===== src/rtl/multi_synth_pkg.sv =====
// Shared constants for the multi-channel tone synthesizer: sequencer
// state codes, register-select codes, waveform mode codes and a width helper.
package multi_synth_pkg;

    typedef logic [1:0] state_t;

    localparam state_t ST_IDLE = 2'd0;
    localparam state_t ST_RUN  = 2'd1;
    localparam state_t ST_DONE = 2'd2;

    localparam logic [1:0] REG_SCALE     = 2'd0;
    localparam logic [1:0] REG_MODE      = 2'd1;
    localparam logic [1:0] REG_DUTY      = 2'd2;
    localparam logic [1:0] REG_PHASE_CLR = 2'd3;

    localparam logic [1:0] MODE_SQUARE = 2'd0;
    localparam logic [1:0] MODE_SAW    = 2'd1;
    localparam logic [1:0] MODE_TRI    = 2'd2;
    localparam logic [1:0] MODE_PULSE  = 2'd3;

    // Channel-index width; a single channel still needs one bit.
    function automatic int ch_width(input int n);
        return (n > 1) ? $clog2(n) : 1;
    endfunction

endpackage


===== src/rtl/synth_wave.sv =====
// Combinational phase-to-sample shaper, shared by all channels.
module synth_wave
    import multi_synth_pkg::*;
#(
    parameter int OUT_W = 8
) (
    input  logic [OUT_W-1:0] phase,
    input  logic [1:0]       mode,
    input  logic [OUT_W-1:0] duty,
    input  logic             enable,
    output logic [OUT_W-1:0] sample
);

    logic [OUT_W-1:0] phase_dbl;

    assign phase_dbl = phase << 1;

    // Select the waveform; a silent channel (enable low) always yields zero.
    always_comb begin
        // NOTE: default assignment first so no path leaves sample unassigned (no latch).
        sample = '0;
        if (enable) begin
            case (mode)
                MODE_SQUARE: sample = phase[OUT_W-1] ? '1 : '0;
                MODE_SAW:    sample = phase;
                MODE_TRI:    sample = phase[OUT_W-1] ? ~phase_dbl : phase_dbl;
                MODE_PULSE:  sample = (phase < duty) ? '1 : '0;
                default:     sample = '0;
            endcase
        end
    end

endmodule


===== src/rtl/multi_synth.sv =====
// Multi-channel DDS tone synthesizer. Each tick the sequencer walks all
// channels one per cycle, advancing each phase accumulator and summing the
// shaped samples through one shared synth_wave instance.
module multi_synth
    import multi_synth_pkg::*;
#(
    parameter  int NCH   = 4,
    parameter  int ACC_W = 32,
    parameter  int OUT_W = 8,
    localparam int CH_W  = ch_width(NCH),
    localparam int SUM_W = OUT_W + CH_W
) (
    input  logic             clk,
    input  logic             rst_n,
    input  logic             tick,
    input  logic             wr_en,
    input  logic [CH_W-1:0]  wr_chan,
    input  logic [1:0]       wr_reg,
    input  logic [ACC_W-1:0] wr_data,
    input  logic             overrun_clr,
    output logic [NCH-1:0]   sq_out,
    output logic [SUM_W-1:0] mix_out,
    output logic             mix_valid,
    output logic             busy,
    output logic             overrun
);

    logic [ACC_W-1:0] acc   [NCH];
    logic [ACC_W-1:0] scale [NCH];
    logic [1:0]       mode  [NCH];
    logic [OUT_W-1:0] duty  [NCH];

    state_t           state;
    logic [CH_W-1:0]  idx;
    logic [SUM_W-1:0] sum;

    logic             running;
    logic             wr_hit;
    logic [ACC_W-1:0] acc_next;
    logic [OUT_W-1:0] sample;

    assign running  = (state == ST_RUN);
    assign busy     = (state != ST_IDLE);
    assign wr_hit   = wr_en && (int'(wr_chan) < NCH);
    // Adding a zero scale leaves the accumulator unchanged by construction.
    assign acc_next = acc[idx] + scale[idx];

    synth_wave #(
        .OUT_W (OUT_W)
    ) u_wave (
        .phase  (acc_next[ACC_W-1 -: OUT_W]),
        .mode   (mode[idx]),
        .duty   (duty[idx]),
        .enable (scale[idx] != '0),
        .sample (sample)
    );

    // Sequencer: accept a tick in IDLE, visit every channel, publish the sum.
    always_ff @(posedge clk or negedge rst_n) begin
        if (!rst_n) begin
            state     <= ST_IDLE;
            idx       <= '0;
            sum       <= '0;
            mix_out   <= '0;
            mix_valid <= 1'b0;
        end else begin
            // NOTE: sequential state uses non-blocking assignments so every
            // register samples the pre-edge values of its neighbours.
            mix_valid <= 1'b0;
            case (state)
                ST_IDLE: begin
                    if (tick) begin
                        state <= ST_RUN;
                        idx   <= '0;
                        sum   <= '0;
                    end
                end
                ST_RUN: begin
                    sum <= sum + SUM_W'(sample);
                    idx <= idx + 1'b1;
                    if (idx == CH_W'(NCH - 1)) begin
                        state <= ST_DONE;
                    end
                end
                ST_DONE: begin
                    mix_out   <= sum;
                    mix_valid <= 1'b1;
                    state     <= ST_IDLE;
                end
                default: state <= ST_IDLE;
            endcase
        end
    end

    // Sticky overrun: a tick arriving while busy is dropped and flagged; set beats clear.
    always_ff @(posedge clk or negedge rst_n) begin
        if (!rst_n) begin
            overrun <= 1'b0;
        end else if (tick && busy) begin
            overrun <= 1'b1;
        end else if (overrun_clr) begin
            overrun <= 1'b0;
        end
    end

    // Per-channel registers: accumulate the active channel, apply host writes.
    always_ff @(posedge clk or negedge rst_n) begin
        if (!rst_n) begin
            // NOTE: this register file is small and must start silent, so it
            // is reset like ordinary flops rather than left as uninitialised RAM.
            for (int i = 0; i < NCH; i++) begin
                acc[i]   <= '0;
                scale[i] <= '0;
                mode[i]  <= '0;
                duty[i]  <= '0;
            end
        end else begin
            for (int i = 0; i < NCH; i++) begin
                if (running && idx == CH_W'(i)) begin
                    acc[i] <= acc_next;
                end
                // Placed after the accumulate so a phase clear wins the same edge.
                if (wr_hit && wr_chan == CH_W'(i)) begin
                    case (wr_reg)
                        REG_SCALE:     scale[i] <= wr_data;
                        REG_MODE:      mode[i]  <= wr_data[1:0];
                        REG_DUTY:      duty[i]  <= wr_data[OUT_W-1:0];
                        REG_PHASE_CLR: acc[i]   <= '0;
                        default:       ;
                    endcase
                end
            end
        end
    end

    // Square outputs come straight from the accumulator MSBs, gated by a live scale.
    always_comb begin
        sq_out = '0;
        for (int i = 0; i < NCH; i++) begin
            sq_out[i] = acc[i][ACC_W-1] & (scale[i] != '0);
        end
    end

endmodule

===== config.mk =====
export PLATFORM = sky130hd
export DESIGN_NAME = multi_synth
export DESIGN_NICKNAME = d
export VERILOG_FILES = /design/src/rtl/multi_synth_pkg.sv /design/src/rtl/synth_wave.sv /design/src/rtl/multi_synth.sv
export SDC_FILE = /design/constraint.sdc
export NUM_CORES = 1
export LEC_CHECK = 0
export BUFFER_PORTS_ARGS = -buffer_cell sky130_fd_sc_hd__buf_2
export CORE_MARGIN = 5
export CORE_UTILIZATION = 45
export DETAILED_ROUTE_END_ITERATION = 10
export PLACE_DENSITY = 0.64
export SETUP_SLACK_MARGIN = 0.1
export SYNTH_ARGS = -nofsm -noshare
export SYNTH_HDL_FRONTEND = slang
export SYNTH_HIERARCHICAL = 1
export SYNTH_SLANG_ARGS = --single-unit

===== constraint.sdc =====
create_clock -name clk -period 15.9 [get_ports clk]
set_input_delay 0.795 -clock clk [delete_from_list [all_inputs] [get_ports clk]]
set_output_delay 0.795 -clock clk [all_outputs]
set_load 0.02 [all_outputs]

==> Word level (Yosys, flattened, before mapping) <==
Index checks and enable logic that the tools add are counted.
Widths: inputs -> output; s select.
{ "classes": {"muxes": 39, "n_eq_ne": 16, "bitwise_logic": 6, "add_sub_neg": 3, "order_cmp": 2, "reduce_logical": 36} }
{ "op_table": {"columns": ["cell", "n"], "rows": [
  ["$mux 32", 16],
  ["$reduce_bool 32->1", 5],
  ["$bmux 32 s2", 2],
  ["$mux 8", 6],
  ["$add 32x32->32", 1],
  ["$pmux 8 s4", 1],
  ["$reduce_and 2->1", 14],
  ["$pmux 10 s2", 1],
  ["$eq 2x2->1 const B", 9],
  ["$bmux 8 s2", 1],
  ["$add 10x8->10", 1],
  ["$eq 2x1->1 const B", 5],
  ["$logic_not 2->1", 5],
  ["$mux 10", 1],
  ["$mux 2", 5],
  ["$logic_and 1x1->1", 9],
  ["$lt 8x8->1", 1],
  ["$not 8->8", 1],
  ["$pmux 2 s2", 2],
  ["$reduce_bool 2->1", 3],
  ["$and 1x1->1", 4],
  ["$bmux 2 s2", 1],
  ["$ge 3x3->1 const B", 1],
  ["$mux 1", 3],
  ["other kinds (4)", 4]
]} }
{ "word_totals": {"ff_bits": 322, "inputBits": 41, "wordCells": 124} }

==> Logic depth before layout (Yosys ltp) <==
Gate-level depths: netlist of run 1.
{ "logic_depth": {"word_depth": 11, "mapped_depth": 27, "ltp_nobuf": 24} }

==> Hierarchy <==
Netlist of run 1, hierarchy kept.
{ "modules_own_cells": {"columns": ["mod", "seq_area_each_um2", "cells_per_inst", "area_per_inst_um2", "n_inst"], "rows": [
  ["multi_synth", 8057.7, 1451, 16676.0, 1],
  ["synth_wave", 0.0, 68, 466.7, 1]
]} }

==> Least setup slack after synthesis of run 1 <==
Ideal clock, no wire load.
{ "synth_timing": {"path_type": "reg-to-reg", "from": "register idx[0]", "to": "register sum[8]", "path_stages_with_launch": 28, "setup_slack_ps": 9547, "arrival_ps": 6273, "synth_period_minus_slack_ps": 6353, "setup_time_ps": 79, "n_path_buf": 3, "path_cell_list": "dfrtp_1 clkbuf_1 buf_2 buf_2 mux4_2 ha_1 fa_1 a21oi_1 o211ai_1 nand4_1 and4_1 nor4_1 nor4_1 nor3b_1 ha_1 nand4_1 nor2_1 a21oi_4 a21o_1 ha_1 fa_1 a21o_1 a21oi_1 o21bai_1 a211oi_1 nor3b_1 o21ai_0 mux2i_1"} }
{ "synth_via": {"elab_chain_cells": 11, "word_cells_on_any_way": 28, "classes_between": "2 x add/sub; 1 x order compare; 3 x eq/ne; 18 x mux; 2 x bitwise; 2 x reduce/logical"} }
{ "synth_lines": {"columns": ["element", "line_no", "source"], "rows": [
  ["from (decl)", "multi_synth.sv:34", "logic [CH_W-1:0] idx;"],
  ["from (signal assigned)", "multi_synth.sv:80", "idx <= idx + 1'b1;"],
  ["$not 2->3 (implied by the code) *", "multi_synth.sv:46", "assign acc_next = acc[idx] + scale[idx];"],
  ["$bmux 32 s2", "multi_synth.sv:46", null],
  ["$mux 32 (implied by the code) (2 in series)", "multi_synth.sv:46", null],
  ["$add 32x32->32 *", "multi_synth.sv:46", null],
  ["net acc_next[30]", "multi_synth.sv:39", "logic [ACC_W-1:0] acc_next;"],
  ["$lt 8x8->1 *", "synth_wave.sv:27", "MODE_PULSE: sample = (phase < duty) ? '1 : '0;"],
  ["$mux 8 *", "synth_wave.sv:27", null],
  ["$pmux 8 s4 *", "synth_wave.sv:23", "case (mode)"],
  ["$mux 8 *", "synth_wave.sv:22", "if (enable) begin"],
  ["net sample[0]", "multi_synth.sv:40", "logic [OUT_W-1:0] sample;"],
  ["$add 10x8->10 *", "multi_synth.sv:79", "sum <= sum + SUM_W'(sample);"],
  ["$pmux 10 s2 *", "multi_synth.sv:70", "case (state)"],
  ["to (signal assigned)", "multi_synth.sv:79", null],
  ["to (decl)", "multi_synth.sv:35", "logic [SUM_W-1:0] sum;"]
]} }
Mark *: on every way through the listed nets, which the timed path passes. The rest lies on a longest branch. The select of a mux whose other input is x is not followed.
A chain may end at the register's enable or synchronous reset.

==> Final worst setup path of run 1 <==
Same ends and word-level chain as after synthesis.

==> results of run 1 <==
## layout make-up
cell class,instances,area (µm²)
clock buffer,54,1091
multi-input combinational,1084,8630
tap,511,639.4
timing repair buffer,77,445.4
inverter,27,101.3
clock inverter,8,107.6
sequential,322,8065
antenna,1,2.502
fill,3379,18580
## logic make-up after synthesis
group,after synthesis,synth area share (%)
adders and majority gates,52,3.883
AOI/OAI and AO/OA,291,10.30
muxes,258,21.79
and+or+nand+nor,447,12.52
xor gates and xnor gates,36,1.839
buffers and inverters,113,2.657
DFF,322,47.00
## worst max-delay path by stage
stage / start / endpoint / slack, ns / cells after the start
after global placement: idx[0] / sum[8] / 8.21 / 25
final: idx[0] / sum[8] / 8.06 / 25
after CTS: idx[0] / sum[8] / 8.03 / 25
after detailed placement: idx[0] / sum[8] / 8.08 / 25
after global routing: idx[0] / sum[8] / 7.33 / 23
after floorplan: idx[0] / sum[8] / 9.55 / 27
## layer usage
layer / track usage [%] / share of wire [%] / up-vias
met1: 30.24 / 43 / 6526
met2: 36.88 / 49 / 379
met5: 0 / 0.072 / -
li1: - / - / 5674
met3: 3.546 / 5.7 / 88
met4: 6.555 / 2.7 / 4
## sequential cells by signal, indices dropped and copies added (netlist names)
signal     count
idx            2
overrun        1
acc          128
mix_valid      1
sum           10
duty          32
mix_out       10
state          2
scale        128
mode           8
## stage by stage
step	instance area (µm²)	hold slack, ns	std cells	setup WS, ns
floorplan	17140	0.4425	1519	9.547
detailed placement	17880	0.4701	2021	8.080
finish	19080	0.3150	2084	8.056
global placement	17880	0.4697	2021	8.213
global route	19080	0.3699	2084	7.329
CTS	19080	0.3408	2083	8.032
## worst reg2reg max path: cells and delay by family (launching register included)
kind            cells  cell delay, ns
compound gates      9            1.71
simple gates        8            1.76
buf+inv             1            0.79
mux                 2            0.87
fa+ha+maj           5            1.69
flops               1            0.94
## cells in the final DEF, fill, tap and decap left out, drive strengths merged, types with 4 or more instances in the layout
| master | netlist | layout |
|---|---|---|
| nor2 | 68 | 68 |
| clkinv | 0 | 5 |
| nand4 | 22 | 22 |
| clkbuf | 44 | 54 |
| a21oi | 107 | 107 |
| nor3b | 9 | 9 |
| buf | 42 | 77 |
| nor2b | 8 | 8 |
| dfrtp | 322 | 322 |
| o21ai | 96 | 96 |
| o21a | 12 | 12 |
| mux4 | 74 | 74 |
| nand3 | 71 | 71 |
| o31ai | 4 | 4 |
| mux2 | 182 | 182 |
| xnor2 | 27 | 27 |
| ha | 50 | 50 |
| xor2 | 9 | 9 |
| nand2b | 5 | 5 |
| a21o | 15 | 15 |
| nand3b | 4 | 4 |
| nand2 | 165 | 165 |
| o21bai | 5 | 5 |
| or3 | 6 | 6 |
| o211ai | 10 | 10 |
| a31o | 4 | 4 |
| inv | 27 | 28 |
| and3 | 10 | 10 |
| nor3 | 18 | 18 |
| and2 | 5 | 5 |
| a211oi | 21 | 21 |
| or2 | 6 | 6 |
| nor4 | 43 | 43 |
==> flow_summary.ini, run 1 <==
[global_route]
grt.total_usage_pct = 22.15
antenna_violations_before_repair = 3
grt_overflow_total = 0
maximum_number_of_pins_on_one_net_before_global_route_repair = 109
grt_first_pass_wirelength_mm = 74.03
number_of_global_route_vias_before_repair = 13100

[logic_synthesis]
synth_area_leaders = sky130_fd_sc_hd__dfrtp_1 47%, sky130_fd_sc_hd__mux2_2 12%, sky130_fd_sc_hd__mux4_2 9.7%, sky130_fd_sc_hd__ha_1 3.6%, sky130_fd_sc_hd__nand2_1 3.6%
number_of_flops_mapped_to_enable_cells_by_yosys = 0
synth_ff_type = sky130_fd_sc_hd__dfrtp_1
syn-mean-instance-area_um2 = 11.29
yosysWarnings = 6
synth_fp_nets = 1612
netlist.top_cell.by_area = sky130_fd_sc_hd__dfrtp_1
synth-seq-cells = 322
syn-cell-area_um2 = 17140
async_reset_ff_share_pct = 100.0
yosys.area.top_type_share_pct = 47.00
yosys.cell_types.count = 66
synth_seq_area_share_pct = 47.00
syn-instance-count = 1519
yosys-top-cells-count = 322 x sky130_fd_sc_hd__dfrtp_1, 182 x sky130_fd_sc_hd__mux2_2, 164 x sky130_fd_sc_hd__nand2_1
yosys.cell_count.top_type = sky130_fd_sc_hd__dfrtp_1

[critical_path]
cp_max_fo = 42
cp-start-kind = register
worst_path_max_delay_cell = sky130_fd_sc_hd__dfrtp_4
timing.critical_path.max_delay_family = simple AND/OR/NAND/NOR gates
reg2reg_setup_slack_ns = 8.06
critical_path.most_common_cell = sky130_fd_sc_hd__ha_1
crit_buf_inv = 1
crit-reg2reg-capture = sum[8]
worstSetupEndpointType = register
critical_path_class = reg -> reg
timing.critical_path.slowest_cell_delay_ns = 0.94
critical_path_arrival_ns = 8.29
r2r_depth = 25
worst_r2r_startpoint = idx[0]
critPathRequiredTime_ns = 16.34

[route]
firstDrtPassIters = 5
routed_wirelength_mm = 45.83
drt_drc_violations_left = 0
ratio_of_routed_vias_to_standard_cells = 6.080
routedWlPerCell_um = 21.99
drt.antenna.violating_nets = 0
drtIter0Drc = 803
num_vias = 12670

[sta]
period_minus_slack_ns = 7.844
max_slew.worst_pin.slew_ns = 1.010
final_skew_ns = 0.01793
fmax_mhz = 127.5
final-setup-viol-count = 0
tns_ns = 0
grt_setup_unrepaired = false
hold_viol_final = 0
fin_crit_sh_pct = 49.33
report.final.slew_viol_count = 0
max-slew-margin-rel_pct = 32.46

[die]
die_area_um2 = 42100
die_h_um = 205.2
io_pins = 58
die_width_um = 205.2
initial_utilization_pct = 45.51
core_area_um2 = 37670
num_rows = 71

[hold_path]
hold_path_class = in -> async

[cells_and_area]
layout-drive-gt1-share_pct = 26.34
final_net_count = 1642
areaGrowthSynthToFinish_pct = 11.31
final_util_pct = 50.66

[clock_network]
cts_buffers = 37
clock-root-buffer = sky130_fd_sc_hd__clkbuf_16
tritoncts = built
clkTransAtPathRegs_ns = 0.06
clock_tree.buffer_depth = 3
cts_setup_buffers = 0
ctsResizeCount = 0
cts.sinks = 322
cts_hold_repair.buffers = 0
clock_latency_ns = 0.53
htreeDepth = 2

[flow_run]
maxCapViolations = 0

[placed_design]
placement.io_buffers = 57
dpl.hpwl_mm = 30.69
gp_routability_congestion = 0.9147

[outcome]
result_of_the_run = completed
Power of run 1 is not shown: default switching activity piles up to over one toggle a cycle in this logic, so the estimate is an artifact.
==> run 2: changes to the inputs <==
==> constraint.sdc (replaced) <==
create_clock -name clk -period 7.98 [get_ports clk]
set_input_delay 0.399 -clock clk [delete_from_list [all_inputs] [get_ports clk]]
set_output_delay 0.399 -clock clk [all_outputs]
set_load 0.02 [all_outputs]
==> flow_summary.ini, run 2 (same netlist as run 1, synthesis figures left out) <==
[global_route]
maximum_number_of_pins_on_one_net_before_global_route_repair = 111
grt.total_usage_pct = 22.25
antenna_violations_before_repair = 4
grt_first_pass_wirelength_mm = 73.71
number_of_global_route_vias_before_repair = 12890
grt_overflow_total = 0

[cells_and_area]
layout-drive-gt1-share_pct = 26.85
area_of_the_multi_input_gates_um2 = 8630
final_net_count = 1651
reg.largest.list = acc x128, scale x128, duty x32
areaGrowthSynthToFinish_pct = 11.75
most_used_cells_in_the_layout_excluding_fill_and_tap_cells = 320 x sky130_fd_sc_hd__dfrtp_1, 182 x sky130_fd_sc_hd__mux2_2, 164 x sky130_fd_sc_hd__nand2_1, 106 x sky130_fd_sc_hd__a21oi_1, 89 x sky130_fd_sc_hd__o21ai_0
ff_latch_area_um2 = 8065
most_common_cell_after_layout_fill_and_taps_aside = sky130_fd_sc_hd__dfrtp_1
n_fill_cell = 3361

[critical_path]
worst_path_max_delay_cell = sky130_fd_sc_hd__nor4_1
critical_path_class = reg -> reg
timing.critical_path.max_delay_family = simple AND/OR/NAND/NOR gates
critical_path.most_common_cell = sky130_fd_sc_hd__ha_1
timing.critical_path.slowest_cell_delay_ns = 0.66
critPathRequiredTime_ns = 8.44
cp_max_fo = 16
critical_path_arrival_ns = 7.42
crit_buf_inv = 1
cp-start-kind = register
worstSetupEndpointType = register

[sta]
max_slew.worst_pin.slew_ns = 0.9993
grt_setup_unrepaired = false
fmax_mhz = 143.6
fin_crit_sh_pct = 87.25
tns_ns = 0
period_minus_slack_ns = 6.963
final-setup-viol-count = 0
hold_viol_final = 0
max-slew-margin-rel_pct = 33.19
final_skew_ns = 0.02769
report.final.slew_viol_count = 0

[die]
die_width_um = 205.2
initial_utilization_pct = 45.51
core_area_um2 = 37670
io_pins = 58
num_rows = 71
die_h_um = 205.2
die_area_um2 = 42100

[clock_network]
cts.sinks = 322
htreeDepth = 2
tritoncts = built
cts_buffers = 36
cts_setup_buffers = 0
clock_tree.buffer_depth = 3
clock_latency_ns = 0.55
clkTransAtPathRegs_ns = 0.06
clock-root-buffer = sky130_fd_sc_hd__clkbuf_16

[route]
routed_wirelength_mm = 45.81
drtIter0Drc = 1114
drt_drc_violations_left = 0
num_vias = 12640
routedWlPerCell_um = 21.87
ratio_of_routed_vias_to_standard_cells = 6.032
drt.antenna.violating_nets = 0
firstDrtPassIters = 5

[outcome]
result_of_the_run = completed

[placed_design]
gp_routability_congestion = 0.8770
dpl.hpwl_mm = 30.96
placement.io_buffers = 57

[flow_run]
maxCapViolations = 0

[hold_path]
hold_path_class = in -> reg
==> run 2: metrics by stage <==
stage | instance area [µm²] | utilization, % | setup slack (ns) | hold WS (ns) | std cells
finish | 19160 | 50.86 | 1.017 | 0.09540 | 2095
global route | 19160 | 50.86 | 0.5844 | 0.09911 | 2095
CTS | 19150 | 50.85 | 1.061 | 0.08403 | 2094
detailed placement | 17990 | 47.75 | 1.108 | 0.4755 | 2030
global placement | 17990 | 47.75 | 1.243 | 0.4660 | 2030
floorplan | 17140 | - | 1.627 | 0.1034 | 1519
==> run 2: cell type report <==
cell class | count | area share [%]
repair buffers | 87 | 2.926
clock buffers | 49 | 5.330
well taps | 511 | 3.337
clock inverters | 14 | 0.7184
flip-flops and latches | 322 | 42.10
inverters | 27 | 0.5290
multi-input cells | 1084 | 45.05
diodes | 1 | 0.01306
==> run 2: path summary, 6_finish.rpt <==
path / from / to / slack, ns / cells past startpoint
setup reg to reg: idx[0] / sum[8] / 1.02 / 25
hold reg to reg: sum[9] / sum[9] / 0.49 / 1
max in group asynchronous: rst_n / idx[0] / 5.85 / 3
min in group asynchronous: rst_n / scale[44] / 0.52 / 2
hold / removal: tick / overrun / 0.1 / 2
setup / recovery: idx[0] / sum[8] / 1.02 / 25
==> run 2: layer usage <==
layer | vias to the layer above | wire length [µm] | part of all wire (%) | track usage [%]
met3 | 98 | 3289 | 7.2 | 4.949
met4 | 6 | 1399 | 3.1 | 7.847
li1 | 5696 | - | - | -
met2 | 421 | 21790 | 48 | 35.62
met5 | - | 46 | 0.10 | 0
met1 | 6416 | 19290 | 42 | 30.15
==> run 2: timing repair <==
action	4_1_cts	5_1_grt
hold buffers	1	0
resized for setup	0	0
hold endpoints to repair	107	0
==> run 2: worst reg2reg max path, stage by stage (launching register included) <==
cell and delay [ns]:
sky130_fd_sc_hd__dfrtp_4 0.65, sky130_fd_sc_hd__buf_4 0.29, sky130_fd_sc_hd__mux4_2 0.55, sky130_fd_sc_hd__ha_1 0.25
sky130_fd_sc_hd__fa_1 0.46, sky130_fd_sc_hd__a21oi_1 0.30, sky130_fd_sc_hd__o211ai_1 0.17, sky130_fd_sc_hd__nand4_1 0.18
sky130_fd_sc_hd__and4_1 0.26, sky130_fd_sc_hd__nor4_1 0.09, sky130_fd_sc_hd__nor4_1 0.66, sky130_fd_sc_hd__nor3b_1 0.22
sky130_fd_sc_hd__ha_1 0.36, sky130_fd_sc_hd__nand4_1 0.09, sky130_fd_sc_hd__nor2_1 0.20, sky130_fd_sc_hd__a21oi_4 0.12
sky130_fd_sc_hd__a21o_1 0.17, sky130_fd_sc_hd__ha_1 0.20, sky130_fd_sc_hd__fa_1 0.40, sky130_fd_sc_hd__a21o_1 0.17
sky130_fd_sc_hd__a21oi_1 0.22, sky130_fd_sc_hd__o21bai_1 0.12, sky130_fd_sc_hd__a211oi_1 0.25, sky130_fd_sc_hd__nor3b_1 0.08
sky130_fd_sc_hd__o21ai_0 0.20, sky130_fd_sc_hd__mux2i_1 0.21
Power of run 2 is left out for the same reason.
